[src/rtl/dmem_pkg.sv]
// rtl/dmem_pkg.sv - shared encodings and response-slot type for the data-memory arbiter
package dmem_pkg;

  // Access size encodings; 2'd3 is reserved and always rejected.
  localparam logic [1:0] SZ_BYTE = 2'd0;
  localparam logic [1:0] SZ_HALF = 2'd1;
  localparam logic [1:0] SZ_WORD = 2'd2;

  // Requester identifiers.
  localparam logic REQ_CPU = 1'b0;
  localparam logic REQ_DBG = 1'b1;

  // Single registered response slot.
  typedef struct packed {
    logic valid;
    logic owner;
    logic err;
  } rsp_slot_t;

endpackage

[src/rtl/dmem_lane_fmt.sv]
// rtl/dmem_lane_fmt.sv - byte-lane strobe, write-data replication and alignment check
module dmem_lane_fmt
  import dmem_pkg::*;
(
  input  logic [1:0]  size,
  input  logic [1:0]  addr_lo,
  input  logic [31:0] wdata,
  output logic [3:0]  wstrb,
  output logic [31:0] wdata_rep,
  output logic        misaligned
);

  // Decode size and low address bits into strobes, replicated data and legality.
  always_comb begin
    wstrb      = 4'b0000;
    wdata_rep  = 32'h0;
    misaligned = 1'b0;
    case (size)
      SZ_BYTE: begin
        wstrb     = 4'b0001 << addr_lo;
        wdata_rep = {4{wdata[7:0]}};
      end
      SZ_HALF: begin
        wstrb      = 4'b0011 << addr_lo;
        wdata_rep  = {2{wdata[15:0]}};
        misaligned = addr_lo[0];
      end
      SZ_WORD: begin
        wstrb      = 4'b1111;
        wdata_rep  = wdata;
        misaligned = |addr_lo;
      end
      default: begin
        misaligned = 1'b1;
      end
    endcase
  end

endmodule

[src/rtl/dmem_arbiter.sv]
// rtl/dmem_arbiter.sv - CPU/debug arbiter and access controller for the data memory
module dmem_arbiter
  import dmem_pkg::*;
#(
  parameter int ADDR_W = 10
) (
  input  logic              clk,
  input  logic              rst,
  input  logic              cpu_req,
  input  logic              cpu_we,
  input  logic [1:0]        cpu_size,
  input  logic [ADDR_W-1:0] cpu_addr,
  input  logic [31:0]       cpu_wdata,
  output logic              cpu_gnt,
  output logic              cpu_rvalid,
  output logic [31:0]       cpu_rdata,
  output logic              cpu_err,
  input  logic              dbg_req,
  input  logic              dbg_we,
  input  logic [1:0]        dbg_size,
  input  logic [ADDR_W-1:0] dbg_addr,
  input  logic [31:0]       dbg_wdata,
  output logic              dbg_gnt,
  output logic              dbg_rvalid,
  output logic [31:0]       dbg_rdata,
  output logic              dbg_err,
  input  logic              dbg_lock,
  output logic              mem_en,
  output logic              mem_we,
  output logic [3:0]        mem_wstrb,
  output logic [ADDR_W-3:0] mem_addr,
  output logic [31:0]       mem_wdata,
  input  logic [31:0]       mem_rdata
);

  rsp_slot_t         rsp_q, rsp_d;
  logic              last_gnt_q, last_gnt_d;

  logic              cpu_ok, dbg_ok;
  logic              gnt_any, gnt_id;
  logic              sel_we;
  logic [1:0]        sel_size;
  logic [ADDR_W-1:0] sel_addr;
  logic [31:0]       sel_wdata;
  logic [3:0]        fmt_wstrb;
  logic [31:0]       fmt_wdata;
  logic              fmt_mis;

  // Pick at most one winner; ties go to whoever was not granted last, lock masks the CPU.
  always_comb begin
    cpu_ok  = cpu_req & ~dbg_lock & ~rst;
    dbg_ok  = dbg_req & ~rst;
    cpu_gnt = 1'b0;
    dbg_gnt = 1'b0;
    if (cpu_ok && dbg_ok) begin
      if (last_gnt_q == REQ_CPU) dbg_gnt = 1'b1;
      else                       cpu_gnt = 1'b1;
    end else begin
      cpu_gnt = cpu_ok;
      dbg_gnt = dbg_ok;
    end
    gnt_any = cpu_gnt | dbg_gnt;
    gnt_id  = dbg_gnt ? REQ_DBG : REQ_CPU;
  end

  // Route the winner's payload to the single lane formatter.
  always_comb begin
    sel_we    = dbg_gnt ? dbg_we    : cpu_we;
    sel_size  = dbg_gnt ? dbg_size  : cpu_size;
    sel_addr  = dbg_gnt ? dbg_addr  : cpu_addr;
    sel_wdata = dbg_gnt ? dbg_wdata : cpu_wdata;
  end

  dmem_lane_fmt u_lane_fmt (
    .size       (sel_size),
    .addr_lo    (sel_addr[1:0]),
    .wdata      (sel_wdata),
    .wstrb      (fmt_wstrb),
    .wdata_rep  (fmt_wdata),
    .misaligned (fmt_mis)
  );

  // Drive the memory port only for a legal granted access; everything else is zero.
  always_comb begin
    mem_en    = gnt_any & ~fmt_mis;
    mem_we    = mem_en & sel_we;
    mem_wstrb = mem_we ? fmt_wstrb : 4'b0000;
    mem_addr  = mem_en ? sel_addr[ADDR_W-1:2] : '0;
    mem_wdata = mem_we ? fmt_wdata : 32'h0;
  end

  // Next response slot: loads and rejected accesses answer; clean stores do not.
  always_comb begin
    rsp_d       = '0;
    rsp_d.valid = gnt_any & (fmt_mis | ~sel_we);
    rsp_d.owner = gnt_id;
    rsp_d.err   = fmt_mis;
    last_gnt_d  = gnt_any ? gnt_id : last_gnt_q;
  end

  // Response slot and round-robin history; reset favours the CPU on the first tie.
  always_ff @(posedge clk or posedge rst) begin
    if (rst) begin
      rsp_q      <= '0;
      last_gnt_q <= REQ_DBG;
    end else begin
      rsp_q      <= rsp_d;
      last_gnt_q <= last_gnt_d;
    end
  end

  // Steer the registered response to its owner; errors return zero data.
  always_comb begin
    cpu_rvalid = rsp_q.valid & (rsp_q.owner == REQ_CPU);
    dbg_rvalid = rsp_q.valid & (rsp_q.owner == REQ_DBG);
    cpu_err    = cpu_rvalid & rsp_q.err;
    dbg_err    = dbg_rvalid & rsp_q.err;
    cpu_rdata  = (cpu_rvalid && !rsp_q.err) ? mem_rdata : 32'h0;
    dbg_rdata  = (dbg_rvalid && !rsp_q.err) ? mem_rdata : 32'h0;
  end

endmodule

[config.mk]
export PLATFORM = sky130hd
export DESIGN_NAME = dmem_arbiter
export DESIGN_NICKNAME = d
export VERILOG_FILES = /design/src/rtl/dmem_pkg.sv /design/src/rtl/dmem_lane_fmt.sv /design/src/rtl/dmem_arbiter.sv
export SDC_FILE = /design/constraint.sdc
export NUM_CORES = 1
export LEC_CHECK = 0
export CAP_MARGIN = 20
export CORE_ASPECT_RATIO = 0.7
export CORE_MARGIN = 3
export CORE_UTILIZATION = 27
export DETAILED_ROUTE_END_ITERATION = 8
export PLACE_DENSITY = 0.83
export SLEW_MARGIN = 20
export SYNTH_ARGS = -nofsm -noshare
export SYNTH_HDL_FRONTEND = slang
export SYNTH_HIERARCHICAL = 1
export SYNTH_SLANG_ARGS = --single-unit
[constraint.sdc]
create_clock -name clk -period 2.9 [get_ports clk]
set_input_delay 0.58 -clock clk [delete_from_list [all_inputs] [get_ports clk]]
set_output_delay 0.58 -clock clk [all_outputs]
set_load 0.05 [all_outputs]
==> Yosys cells after proc, flatten, opt, wreduce, memory -nomap -nowiden <==
Index checks and enable logic that the tools add are counted.
{ "totals": {"register_bits": 4, "latchBits": 0, "ram_bits": 0, "mem_bits_ro": 0, "in_bits": 127, "output_inout_bits": 116, "word_cells": 48, "n_memories": 0} }
{ "classes": {"add_sub_neg": 0, "mul": 0, "div_mod_pow": 0, "magnitude_cmp": 0, "n_eq_ne": 2, "shifts": 2, "muxes": 17, "bitwise_logic": 17, "reduce_logical": 6} }
{ "op_table": {"columns": ["cell", "n"], "rows": [
  ["2-to-1 mux 32 bit", 4],
  ["case mux 32 bit (3 select lines)", 1],
  ["case mux 4 bit (3 select lines)", 1],
  ["AND 1 bit", 10],
  ["2-to-1 mux 10 bit", 1],
  ["2-to-1 mux 8 bit", 1],
  ["2-to-1 mux 1 bit", 6],
  ["NOT 1 bit", 5],
  ["2-to-1 mux 4 bit", 1],
  ["<< shifter 1 x 2 -> 4 bit, first input constant", 1],
  ["<< shifter 2 x 2 -> 4 bit, first input constant", 1],
  ["logical AND 1 bit", 3],
  ["case mux 1 bit (3 select lines)", 1],
  ["== test 2 x 1 -> 1 bit, second input constant", 1],
  ["== test 2 bit, second input constant", 1],
  ["zero test 2 bit", 1],
  ["2-to-1 mux 2 bit", 1],
  ["bitwise OR 1 bit", 2],
  ["OR reduction 2 bit", 1],
  ["zero test 1 bit", 1]
]} }

==> Logic depth before layout (Yosys ltp) <==
Gate-level depths: netlist (run 1).
{ "logic_depth": {"ltp_word": 12, "depth_mapped": 11} }

==> Cells and area by module <==
Netlist (run 1), hierarchy kept.
{ "modules_own_cells": {"columns": ["module", "instances", "cells_per_inst", "area_per_inst_um2", "seq_area_each_um2"], "rows": [
  ["dmem_arbiter", 1, 251, 1851.8, 101.3],
  ["dmem_lane_fmt", 1, 78, 558.0, 0.0]
]} }

==> Least setup slack after synthesis (run 1) <==
Ideal clock, no wire load.
{ "synth_timing": {"path_kind": "input-to-output", "start": "input port rst", "end": "output port mem_wdata[11]", "arrival_ps": 3424, "t_required_ps": 2320, "slack_ps": -1104, "cell_stages": 11, "path_buffers": 3, "cell_sequence": "and2b_2 > nand2_2 > mux2_2 > buf_2 > buf_2 > inv_2 > a21oi_1 > nor2_1 > o21ai_2 > buf_2 > a211oi_1"} }
{ "synth_via": {"elab_chain_len": 11, "elab_cells_between_ends": 21, "cone_classes": "eq/ne: 2; mux: 9; bitwise: 7; reduce/logical: 3"} }
{ "synth_rtl": {"columns": ["element", "line_no", "source"], "rows": [
  ["from (decl)", "dmem_arbiter.sv:8", "input logic rst,"],
  ["NOT 1 bit *", "dmem_arbiter.sv:51, dmem_arbiter.sv:52", null],
  ["AND 1 bit, on equally long branches", "dmem_arbiter.sv:51, dmem_arbiter.sv:52", null],
  ["logical AND 1 bit", "dmem_arbiter.sv:55", "if (cpu_ok && dbg_ok) begin"],
  ["2-to-1 mux 1 bit *", "dmem_arbiter.sv:55", null],
  ["2-to-1 mux 2 bit *", "dmem_arbiter.sv:69", "sel_size = dbg_gnt ? dbg_size : cpu_size;"],
  ["named net sel_size[0]", "dmem_arbiter.sv:42", "logic [1:0] sel_size;"],
  ["== test 2 bit, or another cell as far along", "dmem_lane_fmt.sv:18", "case (size)"],
  ["case mux 1 bit (3 select lines) *", "dmem_lane_fmt.sv:18", null],
  ["named net fmt_mis", "dmem_arbiter.sv:47", "logic fmt_mis;"],
  ["NOT 1 bit *", "dmem_arbiter.sv:85", "mem_en = gnt_any & ~fmt_mis;"],
  ["AND 1 bit *", "dmem_arbiter.sv:85", null],
  ["AND 1 bit *", "dmem_arbiter.sv:86", "mem_we = mem_en & sel_we;"],
  ["2-to-1 mux 32 bit *", "dmem_arbiter.sv:89", "mem_wdata = mem_we ? fmt_wdata : 32'h0;"],
  ["to (decl)", "dmem_arbiter.sv:32", "output logic [31:0] mem_wdata,"]
]} }
The timed path passes the listed nets; every way through them passes the cells marked *.

==> Worst setup path after layout (run 1) <==
{ "layout_timing": {"start": "register last_gnt_q", "end": "output port mem_wstrb[1]"} }
{ "layout_via": {"elab_chain_len": 9, "elab_cells_between_ends": 20, "cone_classes": "eq/ne: 2; shift: 2; mux: 10; bitwise: 4; reduce/logical: 2"} }
{ "layout_rtl": {"columns": ["element", "line_no", "source"], "rows": [
  ["from (decl)", "dmem_arbiter.sv:37", "logic last_gnt_q, last_gnt_d;"],
  ["from (signal assigned)", "dmem_arbiter.sv:108", "last_gnt_q <= last_gnt_d;"],
  ["2-to-1 mux 1 bit", "dmem_arbiter.sv:56", "if (last_gnt_q == REQ_CPU) dbg_gnt = 1'b1;"],
  ["2-to-1 mux 1 bit", "dmem_arbiter.sv:55", null],
  ["2-to-1 mux 10 bit", "dmem_arbiter.sv:70", "sel_addr = dbg_gnt ? dbg_addr : cpu_addr;"],
  ["named net sel_addr[1]", "dmem_arbiter.sv:43", "logic [ADDR_W-1:0] sel_addr;"],
  ["OR reduction 2 bit", "dmem_lane_fmt.sv:31", "misaligned = |addr_lo;"],
  ["case mux 1 bit (3 select lines)", "dmem_lane_fmt.sv:18", null],
  ["named net fmt_mis", "dmem_arbiter.sv:47", null],
  ["NOT 1 bit", "dmem_arbiter.sv:85", null],
  ["AND 1 bit", "dmem_arbiter.sv:85", null],
  ["AND 1 bit", "dmem_arbiter.sv:86", null],
  ["2-to-1 mux 4 bit", "dmem_arbiter.sv:87", "mem_wstrb = mem_we ? fmt_wstrb : 4'b0000;"],
  ["to (decl)", "dmem_arbiter.sv:30", "output logic [3:0] mem_wstrb,"]
]} }
The timed path passes the listed nets, and every way through them passes these cells.

==> results of run 1 <==
## tightest hold or removal path: stages
cell   delay, ns
buf_2       0.11
buf_4       0.14
inv_1       0.18
## cells in the final DEF, fill, tap and decap left out, types with 2 or more instances in the layout
master           instances
dfrtp_1                  3
buf_2                    2
clkdlybuf4s50_1        126
mux2i_1                 15
o21ai_4                  4
nor2_4                   2
o21ai_1                 15
a21boi_1                 2
nand3b_1                 9
mux2_2                  29
and2_1                  74
inv_1                   40
nand3_1                  8
buf_4                   35
buf_8                    2
a21oi_4                 10
clkbuf_16                3
a211oi_4                36
buf_6                    7
buf_12                 118
o21ai_0                  9
nor2b_1                  4
clkbuf_2                 2
mux2_4                   7
buf_16                   2
a22o_1                   8
## power by group through the flow
stage,clock (W),sequential (W),combinational [W]
floorplan,0,0.0000681,0.000576
global placement,0,0.0000689,0.00103
detailed placement,0,0.0000701,0.00106
CTS,0.000225,0.0000695,0.00113
global route,0.000231,0.0000704,0.00122
finish,0.000224,0.0000693,0.00117
## per-layer routing
layer,up-vias,share of wire
met4,0,0.035
met3,52,0.076
met2,220,0.52
met1,1760,0.37
met5,-,0
li1,1654,-
## state kept, by name, indices dropped and copies added, names as in the netlist
name,cells
last_gnt_q,1
rsp_q,3
## cell families after synthesis
group / count (synthesis)
and+or+nand+nor: 112
AOI/OAI and AO/OA: 89
buffers and inverters: 72
muxes: 52
DFF: 4
## cell usage after synthesis, drive strengths merged
cell type and n:
o2111a 1, a22o 8, a211o 1, nor2b 5, or2 2, clkbuf 11, o21bai 1, nand3 9
o21ai 28, dfstp 1, nor3 1, nand2b 1, dfrtp 3, and2 74, and2b 1, nand2 3
a21boi 2, and3 1, mux2 36, a211oi 36, mux2i 16, nand4b 1, nor2 3, nor4bb 1
nand3b 9, a31oi 1, buf 19, inv 42, and3b 1, a21oi 11
## final cells by class
| class | instances | area [um^2] | share of cell area |
|---|---|---|---|
| inverters | 42 | 160.2 | 0.02258 |
| flip-flops and latches | 4 | 101.3 | 0.01429 |
| clock buffers | 4 | 78.83 | 0.01111 |
| well taps | 120 | 150.1 | 0.02117 |
| multi-input cells | 254 | 2532 | 0.3570 |
| repair buffers | 294 | 4070 | 0.5738 |
## path summary, 6_finish.rpt
| check | startpoint | end | slack, ns | cells past startpoint |
|---|---|---|---|---|
| max | last_gnt_q$_DFFE_PP1P_ | mem_wstrb[1] | -0.53 | 12 |
| min | rst | rsp_q[0]$_DFF_PP0_ | 0.42 | 3 |
| max reg2reg | last_gnt_q$_DFFE_PP1P_ | rsp_q[2]$_DFF_PP0_ | 0.65 | 9 |
| min reg2reg | last_gnt_q$_DFFE_PP1P_ | last_gnt_q$_DFFE_PP1P_ | 0.66 | 3 |
| max in group asynchronous | rst | last_gnt_q$_DFFE_PP1P_ | 2.22 | 3 |
| min in group clk | last_gnt_q$_DFFE_PP1P_ | last_gnt_q$_DFFE_PP1P_ | 0.66 | 3 |
## per-stage QoR
stage / std cells / util
after floorplan: 329 / -
after global placement: 696 / 0.7806
after detailed placement: 696 / 0.7806
after CTS: 712 / 0.8214
after global routing: 718 / 0.8298
final: 718 / 0.8298
## what timing repair did
action / CTS / global route
resized for setup: 37 / 14
buffers inserted: 9 / 9
pin swaps: 10 / 6
gates cloned: 4 / 0
setup endpoints to repair: 46 / 46
hold buffers: 0 / 0
==> results.toml, run 1 <==
[placed_design]
dpl_worst_slack_ns = -0.7205
placed_area_um2 = 6673
hpwl_mm = 11.73
gp_congestion = 0.8830
io_buffers = 242

[sta]
setup_violations = 46
worstMarginPinSlew_ns = 0.5291
max_slew_margin = 0.6462
fin_crit_ns = 3.425
final_hold_viol_count = 0
whs_ns = 0.4248
finalMaxSlewViolations = 0
worst_slack_ns = -0.5250
finClkSkew_ns = 0.0004975
rsz0062_at_grt = "true"
fmax_mhz = 292.0
fin_tns_setup_ns = -19.62
period_share = 1.181

[setup_path]
end_kind = "primary output"
cp_top_family = "compound AO/OA/AOI/OAI gates"
cpPeakStageDelay_ns = 0.55
crit_slowest_cell = "dfstp_2"
crit_type = "reg2out"
cp.required_ns = 2.32
worst_setup_path_start_kind = "register"
crit_path_max_fanout = 6
crit_chain = "nand3b_1 > nand2_4 > mux2_4 > o21ai_4 > a21oi_4 > nor2_4 > buf_4 > buf_6 > o21ai_4 > buf_12 > a211oi_4 > buf_12"
critPathArrivalTime_ns = 2.85
cp_num_buf_inv = 4

[drt]
first_iter_violations = 231
drc = 0
antenna_left = 0
wirelength_mm = 15.61
wire_per_inst_um = 21.75
vias_per_cell = 5.134
dr.pass1.iters = 5
vias = 3686

[global_routing]
use_met2 = 0.5381
busiest_layer = "met2"
grt_util_met1 = 0.3306
grt_pass1_vias = 3901
gr-usage-all-layers = 0.2874
gr-usage-met3 = 0.05863
antenna_found_initial = 0
grt.overflow.total = 0
grt_max_degree = 38
grt_pass1_wl_mm = 22.67

[pwr]
power_w = 0.001467
power_frac_clock = 0.152
p_comb_frac = 0.800
peakVddDrop_v = 0.0002356
seqPwrFrac = 0.047
power.internal_w = 0.0008094
p_sw_frac = 0.4484
power_switching_w = 0.0006580
p_per_area_nw_per_um2 = 206.9
leakage_nw = 2.751

[cells_and_area]
fin_area_um2 = 7093
syn2layout_area_growth_pct = 194.3
diodes = 0
drive_above_1_share = 0.4515
nNetsFinal = 726
nFillCells = 490

[clock_network]
cts.clk_slew.worst_paths_ns = 0.03
htree_levels = 1
cts_buffers = 3
clk_latency_ns = 0.23
clockBufferDepth = 2
cts_sinks = 4
cts_tree = "yes"
root_buffer = "clkbuf_16"

[floorplanning]
ios = 243
coreArea_um2 = 8548
dieHeight_um = 85.04
die_w_um = 118.9
die-area_um2 = 10110
start_util = 0.2819
rows = 28

[synth]
seq_area_frac_synth = 0.04206
synth_simple_gate_area_share = 0.2918
ys_types = 40
syn-num-nets = 456
netlist.area_leader.share = 0.1921
synth_compound_area_frac = 0.2850
synthCells = 329
synthMuxAreaShare = 0.2347
synth_top_family_by_area = "simple AND/OR/NAND/NOR gates"
synth_seq_cells = 4
synthTopCellsByArea = "and2_1 19%, mux2_2 17%, a211oi_2 9.9%"
synth_area_per_cell_um2 = 7.325
synth_area_um2 = 2410
synth_xor_area_frac = 0
yosysTopAreaCell = "and2_1"
synthAdderAreaFrac = 0
yosys_warnings = 6

[worst_hold_path]
hold_path_class = "in2async"

[run_status]
violations = "setup timing"
status = "complete, but fails checks"

[run]
cap_violations = 0
No activity file was read; power rests on OpenSTA's default activity.
==> inputs of run 2 (changes only) <==
CORE_UTILIZATION = 28   (was 27)
CTS_BUF_LIST = sky130_fd_sc_hd__clkbuf_2   (was not set)
PLACE_DENSITY = 0.86   (was 0.83)
==> results.toml, run 2 (synthesized netlist as in run 1, its figures left out) <==
[floorplanning]
rows = 27
start_util = 0.2972
coreArea_um2 = 8108
die_w_um = 116.9
dieHeight_um = 83.62
die-area_um2 = 9773
ios = 243

[sta]
fmax_mhz = 295.0
rsz0062_at_grt = "true"
setup_violations = 46
finalMaxSlewViolations = 0
worst_slack_ns = -0.4897
finClkSkew_ns = 0.006038
period_share = 1.169
max_slew_margin = 0.6382
fin_crit_ns = 3.390
worstMarginPinSlew_ns = 0.5371
final_hold_viol_count = 0
whs_ns = 0.4053

[cells_and_area]
layout_common_cells = "126 x clkdlybuf4s50_1, 125 x buf_12, 74 x and2_1"
top_regs = "rsp_q x3, last_gnt_q x1"
diodes = 0
largest_reg_flops = 3
largest-register = "rsp_q"
nNetsFinal = 727
final_common_cell = "clkdlybuf4s50_1"
syn2layout_area_growth_pct = 197.8
drive_above_1_share = 0.4658

[drt]
wire_per_inst_um = 24.61
vias_per_cell = 5.477
drc = 0
first_iter_violations = 273
antenna_left = 0
dr.pass1.iters = 5
vias = 3834
wirelength_mm = 17.23

[worst_hold_path]
hold_path_class = "in2async"

[global_routing]
antenna_found_initial = 0
grt.overflow.total = 0
grt_pass1_wl_mm = 25.40
gr-usage-all-layers = 0.3367
grt_max_degree = 34
grt_pass1_vias = 4181

[clock_network]
cts.clk_slew.worst_paths_ns = 0.09
clockBufferDepth = 2
cts_sinks = 4
htree_levels = 1
cts_tree = "yes"
cts_buffers = 3
root_buffer = "clkbuf_2"
clk_latency_ns = 0.26

[pwr]
power_w = 0.001384
leakage_nw = 2.794
p_per_area_nw_per_um2 = 192.8
peakVddDrop_v = 0.0001688

[run_status]
violations = "setup timing"
status = "complete, but fails checks"

[placed_design]
dpl_worst_slack_ns = -0.7045
hpwl_mm = 12.01
gp_congestion = 0.8860
io_buffers = 242

[setup_path]
critPathArrivalTime_ns = 2.81
end_kind = "primary output"
worst_setup_path_start_kind = "register"
crit_path_max_fanout = 6
crit_type = "reg2out"
cp.required_ns = 2.32

[run]
cap_violations = 0
[run 2: cell types whose count changed in the layout (fill, tap and decap cells not counted), moves of 3 or more]
cell | before | now
inv_1 | 40 | 35
buf_4 | 35 | 26
inv_2 | 1 | 4
buf_12 | 118 | 125
[run 2: critical path: stages, from the launching register on]
cell and delay, ns:
dfstp_2 0.54, nand3b_1 0.17, nand2_4 0.17, mux2_4 0.33, o21ai_4 0.17, a21oi_4 0.09, nor2_4 0.11, o21ai_4 0.09
buf_6 0.14, buf_12 0.13, buf_16 0.14, buf_12 0.14, a21oi_4 0.16, buf_12 0.16
[run 2: final timing paths]
path	start	end	slack, ns	depth (start not counted)
setup / recovery	last_gnt_q$_DFFE_PP1P_	mem_addr[5]	-0.49	13
hold / removal	rst	rsp_q[0]$_DFF_PP0_	0.41	3
setup reg to reg	last_gnt_q$_DFFE_PP1P_	rsp_q[2]$_DFF_PP0_	0.72	9
hold reg to reg	last_gnt_q$_DFFE_PP1P_	last_gnt_q$_DFFE_PP1P_	0.68	2
max in group asynchronous	rst	last_gnt_q$_DFFE_PP1P_	2.22	3
min in group clk	last_gnt_q$_DFFE_PP1P_	last_gnt_q$_DFFE_PP1P_	0.68	2
[run 2: where the power goes]
group	switching (W)	total, W	internal [W]	leakage (nW)
combinational	0.000639	0.00123	0.000595	2.73
clock	0.0000443	0.0000809	0.0000366	0.0166
sequential	0.00000543	0.0000686	0.0000632	0.0481
[run 2: per-stage QoR]
stage	TNS (ns)	utilization	std cells	instance area [um^2]
detailed placement	-28.28	0.8253	676	6691
floorplan	-12.67	-	329	2898
CTS	-14.21	0.8750	697	7094
finish	-18.20	0.8852	700	7177
global placement	-24.45	0.8253	676	6691
global route	-20.36	0.8852	700	7177
[run 2: timing repair]
item	CTS	global route
gates resized for setup	48	19
pin swaps	14	12
cloned	3	3
setup buffers	14	3
hold buffers	0	0
hold endpoints to repair	0	0
endpoints found under the setup margin	46	46
[run 2: layout make-up]
cell class	count	area (um^2)
fillers	352	930.9
repair buffers	296	4234
clock buffers	4	20.02
multi-input cells	253	2525
well taps	101	126.4
inverters	42	170.2
flip-flops and latches	4	101.3
[run 2: layer usage]
| layer | GRT usage | routed length [um] | vias up |
|---|---|---|---|
| met5 | 0 | 0 | - |
| met4 | 0.1198 | 657 | 0 |
| met3 | 0.07319 | 1504 | 53 |
| met2 | 0.6149 | 8920 | 240 |
| met1 | 0.3773 | 6143 | 1886 |
| li1 | - | - | 1655 |
==> inputs of run 3 (changes only) <==
CORE_MARGIN = 2   (was 3)
SKIP_CTS_REPAIR_TIMING = 1   (was not set)
==> results.toml, run 3 (synthesized netlist as in run 1, its figures left out) <==
[run_status]
status = "complete, but fails checks"
violations = "setup timing"

[floorplanning]
die-area_um2 = 9376
rows = 28
ios = 243
dieHeight_um = 81.62
die_w_um = 114.9
start_util = 0.2866
coreArea_um2 = 8408

[placed_design]
gp_congestion = 0.8324
placed_area_um2 = 6691
dpl_worst_slack_ns = -0.7183
io_buffers = 242
hpwl_mm = 11.06

[sta]
setup_violations = 46
period_share = 1.095
fin_tns_setup_ns = -9.773
max_slew_margin = 0.6289
rsz0062_at_grt = "true"
worstMarginPinSlew_ns = 0.5549
fin_crit_ns = 3.175
finalMaxSlewViolations = 0
worst_slack_ns = -0.2753
finClkSkew_ns = 0.002295
fmax_mhz = 314.9
final_hold_viol_count = 0

[cells_and_area]
seq_area_um2 = 101.3
nFillCells = 472
multi_input_area_um2 = 2511
top_regs = "rsp_q x3, last_gnt_q x1"
drive_above_1_share = 0.4463
layout_common_cells = "126 x clkdlybuf4s50_1, 119 x buf_12, 74 x and2_1"
largest-register = "rsp_q"
fin_area_um2 = 6965
syn2layout_area_growth_pct = 189.0
final_common_cell = "clkdlybuf4s50_1"
largest_reg_flops = 3
nNetsFinal = 715
diodes = 0
post-route-util = 0.8284

[pwr]
peakVddDrop_v = 0.0001326
power_w = 0.001264
p_sw_frac = 0.4863
seqPwrFrac = 0.053
leakage_nw = 2.712
power_switching_w = 0.0006147
power.internal_w = 0.0006494
p_per_area_nw_per_um2 = 181.5
p_comb_frac = 0.892
power_frac_clock = 0.055

[global_routing]
gr-usage-all-layers = 0.2720
grt_pass1_wl_mm = 19.91
grt.overflow.total = 0
antenna_found_initial = 0
grt_max_degree = 33
grt_pass1_vias = 3692

[clock_network]
clk_latency_ns = 0.24
clockBufferDepth = 2
cts_tree = "yes"
cts.clk_slew.worst_paths_ns = 0.06
cts_buffers = 3
htree_levels = 1
root_buffer = "clkbuf_2"
cts_sinks = 4

[drt]
antenna_left = 0
drc = 0
wirelength_mm = 13.64
vias_per_cell = 5.121
wire_per_inst_um = 19.72
dr.pass1.iters = 5
first_iter_violations = 208
vias = 3544

[run]
cap_violations = 0

[setup_path]
crit_path_max_fanout = 6
end_kind = "primary output"
cp.required_ns = 2.32
worst_setup_path_start_kind = "register"
critPathArrivalTime_ns = 2.60
crit_type = "reg2out"

[worst_hold_path]
hold_path_class = "in2async"
-- run 3: final cells by class --
cell class | count | share of cell area
clock buffer | 4 | 0.002874
inverter | 42 | 0.02299
timing repair buffer | 284 | 0.5802
multi-input combinational | 253 | 0.3605
tap | 105 | 0.01886
sequential | 4 | 0.01455
-- run 3: power groups by stage --
stage | logic (W) | clock network [W] | registers [W]
detailed placement | 0.00106 | 0 | 0.0000682
finish | 0.00113 | 0.0000695 | 0.0000672
floorplan | 0.000576 | 0 | 0.0000681
global route | 0.00118 | 0.0000758 | 0.0000683
CTS | 0.00106 | 0.0000695 | 0.0000673
global placement | 0.00103 | 0 | 0.0000679
-- run 3: final timing paths --
kind | start | slack, ns | to | depth (start not counted)
worst max register to register | last_gnt_q$_DFFE_PP1P_ | 0.98 | rsp_q[2]$_DFF_PP0_ | 8
max in group asynchronous | rst | 2.19 | last_gnt_q$_DFFE_PP1P_ | 3
min in group clk | last_gnt_q$_DFFE_PP1P_ | 0.65 | last_gnt_q$_DFFE_PP1P_ | 3
worst min-delay path | rst | 0.44 | rsp_q[0]$_DFF_PP0_ | 3
worst min register to register | last_gnt_q$_DFFE_PP1P_ | 0.65 | last_gnt_q$_DFFE_PP1P_ | 3
worst max-delay path | last_gnt_q$_DFFE_PP1P_ | -0.28 | mem_wdata[4] | 11
-- run 3: critical path, stage by stage (launching register included) --
cell	delay [ns]
dfstp_2	0.53
nand3b_1	0.15
nand2_4	0.15
buf_6	0.13
mux2_4	0.35
inv_4	0.07
a21oi_4	0.07
nor2_4	0.10
o21ai_4	0.15
buf_12	0.19
a211oi_4	0.28
buf_12	0.18
-- run 3: routing by layer --
metal	global-route usage	part of all wire
met1	0.3307	0.38
met5	0	0
met3	0.03985	0.070
met2	0.5059	0.53
met4	0.07108	0.019
-- run 3: metrics by stage --
stage	cells	hold WS (ns)
after global placement	681	0.6213
after floorplan	329	0.3704
final	692	0.4444
after global routing	692	0.4447
after detailed placement	681	0.6371
after CTS	685	0.6463
